File: src/rtl/sprites_aga.sv
// rtl/sprites_aga.sv - AGA sprite serialiser: NSPR sprites, 16/32/64-bit width, lores/hires/shres pixels
module sprites_aga #(
  parameter int         NSPR    = 8,
  parameter int         DATW    = 64,
  parameter logic [8:0] SPRBASE = 9'h140
) (
  input  logic            clk,
  input  logic            reset_n,
  input  logic [8:1]      reg_address_in,
  input  logic [DATW-1:0] data_in,
  input  logic [10:0]     hpos,
  input  logic [1:0]      sprw,
  input  logic [1:0]      spres,
  input  logic            sprena,
  output logic [NSPR-1:0] nsprite,
  output logic [3:0]      sprdata
);

  localparam int NPAIR = NSPR / 2;
  localparam int W32   = (DATW < 32) ? DATW : 32;

  // per-sprite register write strobes
  logic [NSPR-1:0] pos_wr, ctl_wr, data_wr, datb_wr;

  // left-align shift for the selected width, and pixel period minus one
  logic [6:0] shamt;
  logic [1:0] divm1;

  logic [NSPR-1:0]  armed_q, armed_d;
  logic [NSPR-1:0]  load_q, load_d;
  logic [NPAIR-1:0] attach_q, attach_d;
  logic [10:0]      hstart_q [NSPR];
  logic [10:0]      hstart_d [NSPR];
  logic [DATW-1:0]  datla_q  [NSPR];
  logic [DATW-1:0]  datla_d  [NSPR];
  logic [DATW-1:0]  datlb_q  [NSPR];
  logic [DATW-1:0]  datlb_d  [NSPR];
  logic [DATW-1:0]  shifta_q [NSPR];
  logic [DATW-1:0]  shifta_d [NSPR];
  logic [DATW-1:0]  shiftb_q [NSPR];
  logic [DATW-1:0]  shiftb_d [NSPR];
  logic [1:0]       pre_q    [NSPR];
  logic [1:0]       pre_d    [NSPR];
  logic [1:0]       div_q    [NSPR];
  logic [1:0]       div_d    [NSPR];
  logic [1:0]       pix      [NSPR];

  // address decode: sprites at or above NSPR never get a strobe
  always_comb begin
    pos_wr  = '0;
    ctl_wr  = '0;
    data_wr = '0;
    datb_wr = '0;
    for (int n = 0; n < NSPR; n++) begin
      if (reg_address_in[8:6] == SPRBASE[8:6] && reg_address_in[5:3] == 3'(n)) begin
        case (reg_address_in[2:1])
          2'd0:    pos_wr[n]  = 1'b1;
          2'd1:    ctl_wr[n]  = 1'b1;
          2'd2:    data_wr[n] = 1'b1;
          default: datb_wr[n] = 1'b1;
        endcase
      end
    end
  end

  // width and resolution selection shared by all sprites
  always_comb begin
    case (sprw)
      2'b00:   shamt = 7'(DATW - 16);
      2'b11:   shamt = 7'd0;
      default: shamt = 7'(DATW - W32);
    endcase
    case (spres)
      2'b10:   divm1 = 2'd1;
      2'b11:   divm1 = 2'd0;
      default: divm1 = 2'd3;
    endcase
  end

  // next-state: register writes, hstart match, shift register load and shifting
  always_comb begin
    armed_d  = armed_q;
    attach_d = attach_q;
    for (int p = 0; p < NPAIR; p++) begin
      if (ctl_wr[2*p+1]) attach_d[p] = data_in[7];
    end
    for (int n = 0; n < NSPR; n++) begin
      hstart_d[n] = hstart_q[n];
      datla_d[n]  = datla_q[n];
      datlb_d[n]  = datlb_q[n];
      shifta_d[n] = shifta_q[n];
      shiftb_d[n] = shiftb_q[n];
      pre_d[n]    = pre_q[n];
      div_d[n]    = div_q[n];
      if (pos_wr[n]) hstart_d[n][10:3] = data_in[7:0];
      if (ctl_wr[n]) begin
        hstart_d[n][2]   = data_in[0];
        hstart_d[n][1:0] = data_in[4:3];
        armed_d[n]       = 1'b0;
      end
      if (data_wr[n]) begin
        datla_d[n] = data_in;
        armed_d[n] = 1'b1;
      end
      if (datb_wr[n]) datlb_d[n] = data_in;
      // a CTL write in the match cycle suppresses the load
      load_d[n] = armed_q[n] & (hpos == hstart_q[n]) & ~ctl_wr[n];
      // load_q is the delayed match; the shift registers take the latches as
      // they stand before this cycle's writes, so the first pixel shows two
      // clocks after the match
      if (load_q[n]) begin
        shifta_d[n] = datla_q[n] << shamt;
        shiftb_d[n] = datlb_q[n] << shamt;
        pre_d[n]    = 2'd0;
        div_d[n]    = divm1;
      end else if (pre_q[n] == div_q[n]) begin
        shifta_d[n] = shifta_q[n] << 1;
        shiftb_d[n] = shiftb_q[n] << 1;
        pre_d[n]    = 2'd0;
        div_d[n]    = divm1;
      end else begin
        pre_d[n] = pre_q[n] + 2'd1;
      end
    end
  end

  // state registers with asynchronous clear
  always_ff @(posedge clk or negedge reset_n) begin
    if (!reset_n) begin
      armed_q  <= '0;
      load_q   <= '0;
      attach_q <= '0;
      for (int n = 0; n < NSPR; n++) begin
        hstart_q[n] <= '0;
        datla_q[n]  <= '0;
        datlb_q[n]  <= '0;
        shifta_q[n] <= '0;
        shiftb_q[n] <= '0;
        pre_q[n]    <= '0;
        div_q[n]    <= '0;
      end
    end else begin
      armed_q  <= armed_d;
      load_q   <= load_d;
      attach_q <= attach_d;
      for (int n = 0; n < NSPR; n++) begin
        hstart_q[n] <= hstart_d[n];
        datla_q[n]  <= datla_d[n];
        datlb_q[n]  <= datlb_d[n];
        shifta_q[n] <= shifta_d[n];
        shiftb_q[n] <= shiftb_d[n];
        pre_q[n]    <= pre_d[n];
        div_q[n]    <= div_d[n];
      end
    end
  end

  // per-sprite pixel and pair priority: lowest visible pair wins
  always_comb begin
    sprdata = 4'd0;
    for (int n = 0; n < NSPR; n++) begin
      pix[n]     = {shiftb_q[n][DATW-1], shifta_q[n][DATW-1]};
      nsprite[n] = sprena & (pix[n] != 2'd0);
    end
    for (int p = NPAIR - 1; p >= 0; p--) begin
      if (nsprite[2*p] | nsprite[2*p+1]) begin
        if (attach_q[p])         sprdata = {pix[2*p+1], pix[2*p]};
        else if (nsprite[2*p])   sprdata = {2'(p), pix[2*p]};
        else                     sprdata = {2'(p), pix[2*p+1]};
      end
    end
  end

endmodule
File: config.mk
export PLATFORM = sky130hd
export DESIGN_NAME = sprites_aga
export DESIGN_NICKNAME = d
export VERILOG_FILES = /design/src/rtl/sprites_aga.sv
export SDC_FILE = /design/constraint.sdc
export NUM_CORES = 2
export LEC_CHECK = 0
export BUFFER_PORTS_ARGS = -buffer_cell sky130_fd_sc_hd__buf_2
export CORE_MARGIN = 8
export CORE_UTILIZATION = 45
export CTS_BUF_LIST = sky130_fd_sc_hd__clkbuf_8
export DETAILED_ROUTE_END_ITERATION = 6
export GPL_TIMING_DRIVEN = 0
export PLACE_DENSITY_LB_ADDON = 0.05
export SETUP_SLACK_MARGIN = 0.3
export SYNTH_ARGS = -nofsm -noshare
export SYNTH_HDL_FRONTEND = slang
export SYNTH_SLANG_ARGS = --single-unit
File: constraint.sdc
create_clock -name clk -period 1.65 [get_ports clk]
set_input_delay 0.33 -clock clk [delete_from_list [all_inputs] [get_ports clk]]
set_output_delay 0.33 -clock clk [all_outputs]
set_load 0.005 [all_outputs]
==> results.json <==
{
  "hold_violations": 748,
  "drive_above_1_share": 0.3975,
  "cp.required_ps": 1320,
  "synth_top_cell_by_area": "dfrtp_1",
  "violations": "design-rule violations, negative hold slack, negative setup slack",
  "gp_congestion": 0.9116,
  "ant_nets": 0,
  "post-route-drc-count": 139,
  "yosys_warnings": 0,
  "cpLargestDelayFamily": "compound AO/OA/AOI/OAI gates",
  "dp_hpwl_um": 291900,
  "whs_ps": -785.4,
  "setup_viol": 720,
  "status": "finished with violations",
  "synthArstFlopShare": 1.000,
  "crit_fanout": 3,
  "clock_sinks": 2188,
  "cts_tree": "yes",
  "finalCritPeriodShare": 1.996,
  "ioPinCount": 102,
  "design_area_um2": 128000,
  "clock_skew_ps": 96.69,
  "post-place-ws_ps": -2159,
  "slew_headroom": 0.01224,
  "hold_path_class": "primary input to asynchronous set/reset pin",
  "final_common_cell": "dfrtp_1",
  "worstPathCellList": "o41ai_4 > or3b_4 > a32oi_2 > a31oi_4 > buf_2",
  "crit_type": "flip-flop to primary output",
  "fmax_ghz": 0.3036,
  "synth_cell_types": 54,
  "power_density_nw_per_um2": 1582,
  "chipWidth_um": 485.8,
  "grt_max_degree": 169,
  "grt_pass1_wl_um": 600100,
  "timing.final.ws_setup_ps": -1644,
  "path_clk_slew_ps": 60,
  "yosys.area.top_type_share": 0.5513,
  "initial_core_util": 0.4524,
  "synth_edf_count": 0,
  "routedWlPerCell_um": 34.08,
  "h-tree-depth": 5,
  "synth_nets": 8623,
  "cts-buffers-inserted": 400,
  "total_power_mw": 202.5,
  "placed_cell_area_um2": 106000,
  "rsz0062_at_grt": "true",
  "fin_util": 0.5832,
  "grtUsageTotal": 0.3538,
  "slew_violations": 0,
  "slowest_stage": "dfrtp_2",
  "endpoint_kind": "primary output",
  "nets": 9680,
  "synth_ff_type": "dfrtp_1",
  "crit_path_start_kind": "flip-flop",
  "setup_tns_ps": -97070,
  "synth-seq-area-share": 0.5513,
  "crit_arrival_ps": 2960,
  "leakage_nw": 56.95,
  "grt_pass1_vias": 78340,
  "root_buffer": "clkbuf_8",
  "max_cap_violations": 0,
  "die-area_um2": 236000,
  "final_cell_mix": "2145 x dfrtp_1, 1444 x mux2_2, 1063 x nand2_1",
  "num_rows": 172,
  "synth_cells": 8533,
  "routed_wl_um": 439100,
  "grt_overflow": 0,
  "portBuffers": 83,
  "grt_antenna_before_repair": 116,
  "viasPerCell": 6.343,
  "ys_seq_elements": 2188,
  "dieHeight_um": 485.8,
  "clk_latency_ps": 1120,
  "dr.pass1.iters": 7,
  "avgSynthCellArea_um2": 11.64,
  "drtIter0Drc": 10498,
  "slowest_delay_ps": 530,
  "synth_area_leaders": "dfrtp_1 55%, mux2_2 17%, nand2_1 4.4%",
  "syn_area_um2": 99320,
  "syn_to_final_growth_pct": 28.89,
  "worstMarginPinSlew_ps": 1482,
  "period_minus_slack_ps": 3294,
  "core_um2": 219500,
  "clockBufferDepth": 4,
  "path_buf_inv": 1,
  "ir_drop_uv": 1015,
  "vias": 81711
}
[cells in the mapped netlist, types with 88 or more instances]
master       n
nand2_1   1152
dfrtp_1   2188
nor2_1     507
a21oi_1    317
mux2_1      88
mux2i_1    356
o31ai_1     96
xnor2_1    112
a221oi_1   318
mux2_2    1476
a222oi_1   171
buf_2      121
a31oi_1    234
clkbuf_1   486
o21ai_0    466
[flip-flops by register name (all words and copies together) (netlist names)]
register / count
shiftb_q: 504
pix: 16
pre_q: 16
div_q: 16
shifta_q: 504
datlb_q: 512
datla_q: 512
armed_q: 8
load_q: 8
attach_q: 4
hstart_q: 88
[logic make-up after synthesis]
kind of cell	count (synthesis)	synth area share
mux	1920	0.2132
flops	2188	0.5513
xor+xnor	126	0.01111
compound gates	1735	0.1162
buf+inv	749	0.03444
simple gates	1815	0.07379
[per-stage QoR]
step	hold slack (ps)	cells
after floorplan	34.41	8533
after detailed placement	350.0	11567
after CTS	-839.2	12583
after global routing	-779.7	12766
after global placement	453.5	11487
final	-785.4	12883
[report_power, final]
group	internal [mW]	total (mW)	switching, mW
clock	29.3	53.2	24.0
combinational	37.6	76.2	38.6
sequential	64.3	73.0	8.76
[layer usage]
layer	up-vias	GRT usage	routed length, um	share of wire
li1	33351	-	-	-
met1	42459	0.4906	179000	0.41
met2	4746	0.4968	183200	0.42
met3	1125	0.09897	47880	0.11
met4	30	0.2032	28660	0.065
met5	-	0	252	0.00057
[worst reg2reg max path: stages, from the launching register on]
cell      delay [ps]
dfrtp_2          520
buf_12           170
clkinv_8          50
buf_12           140
buf_6            120
buf_6            100
a222oi_1        1220
a21oi_1          200
[timing repair]
item,4_1_cts,5_1_grt
hold buffers,89,1
buffers inserted,178,119
hold endpoints to repair,1293,660
pin swaps,184,126
gates cloned,65,43
endpoints found under the setup margin,2112,2859
gates resized for setup,1409,1064
[path summary, 6_finish.rpt]
check | cells after the start | start | to | slack (ps)
setup / recovery | 5 | pix[10]$_DFFE_PN0P_ | sprdata[2] | -1640
hold / removal | 1 | reset_n | shiftb_q[444]$_DFFE_PN0P_ | -790
setup reg to reg | 7 | load_q[7]$_DFF_PN0_ | pix[1]$_DFFE_PN0P_ | -1080
hold reg to reg | 1 | datla_q[367]$_DFFE_PN0P_ | datla_q[367]$_DFFE_PN0P_ | 480
max in group asynchronous | 4 | reset_n | hstart_q[87]$_DFFE_PN0P_ | 290
min in group clk | 4 | reg_address_in[8] | hstart_q[21]$_DFFE_PN0P_ | 10
[area by class of cell]
| type | count | area, um^2 |
|---|---|---|
| antenna | 140 | 350.3 |
| buffer | 736 | 7099 |
| clock buffer | 518 | 7129 |
| clock inverter | 166 | 937.1 |
| fill | 18082 | 91500 |
| inverter | 11 | 92.59 |
| multi-input combinational | 5599 | 45360 |
| sequential | 2188 | 54810 |
| tap | 2871 | 3592 |
| timing repair buffer | 654 | 8638 |
Power figures use the tool's default switching activity.
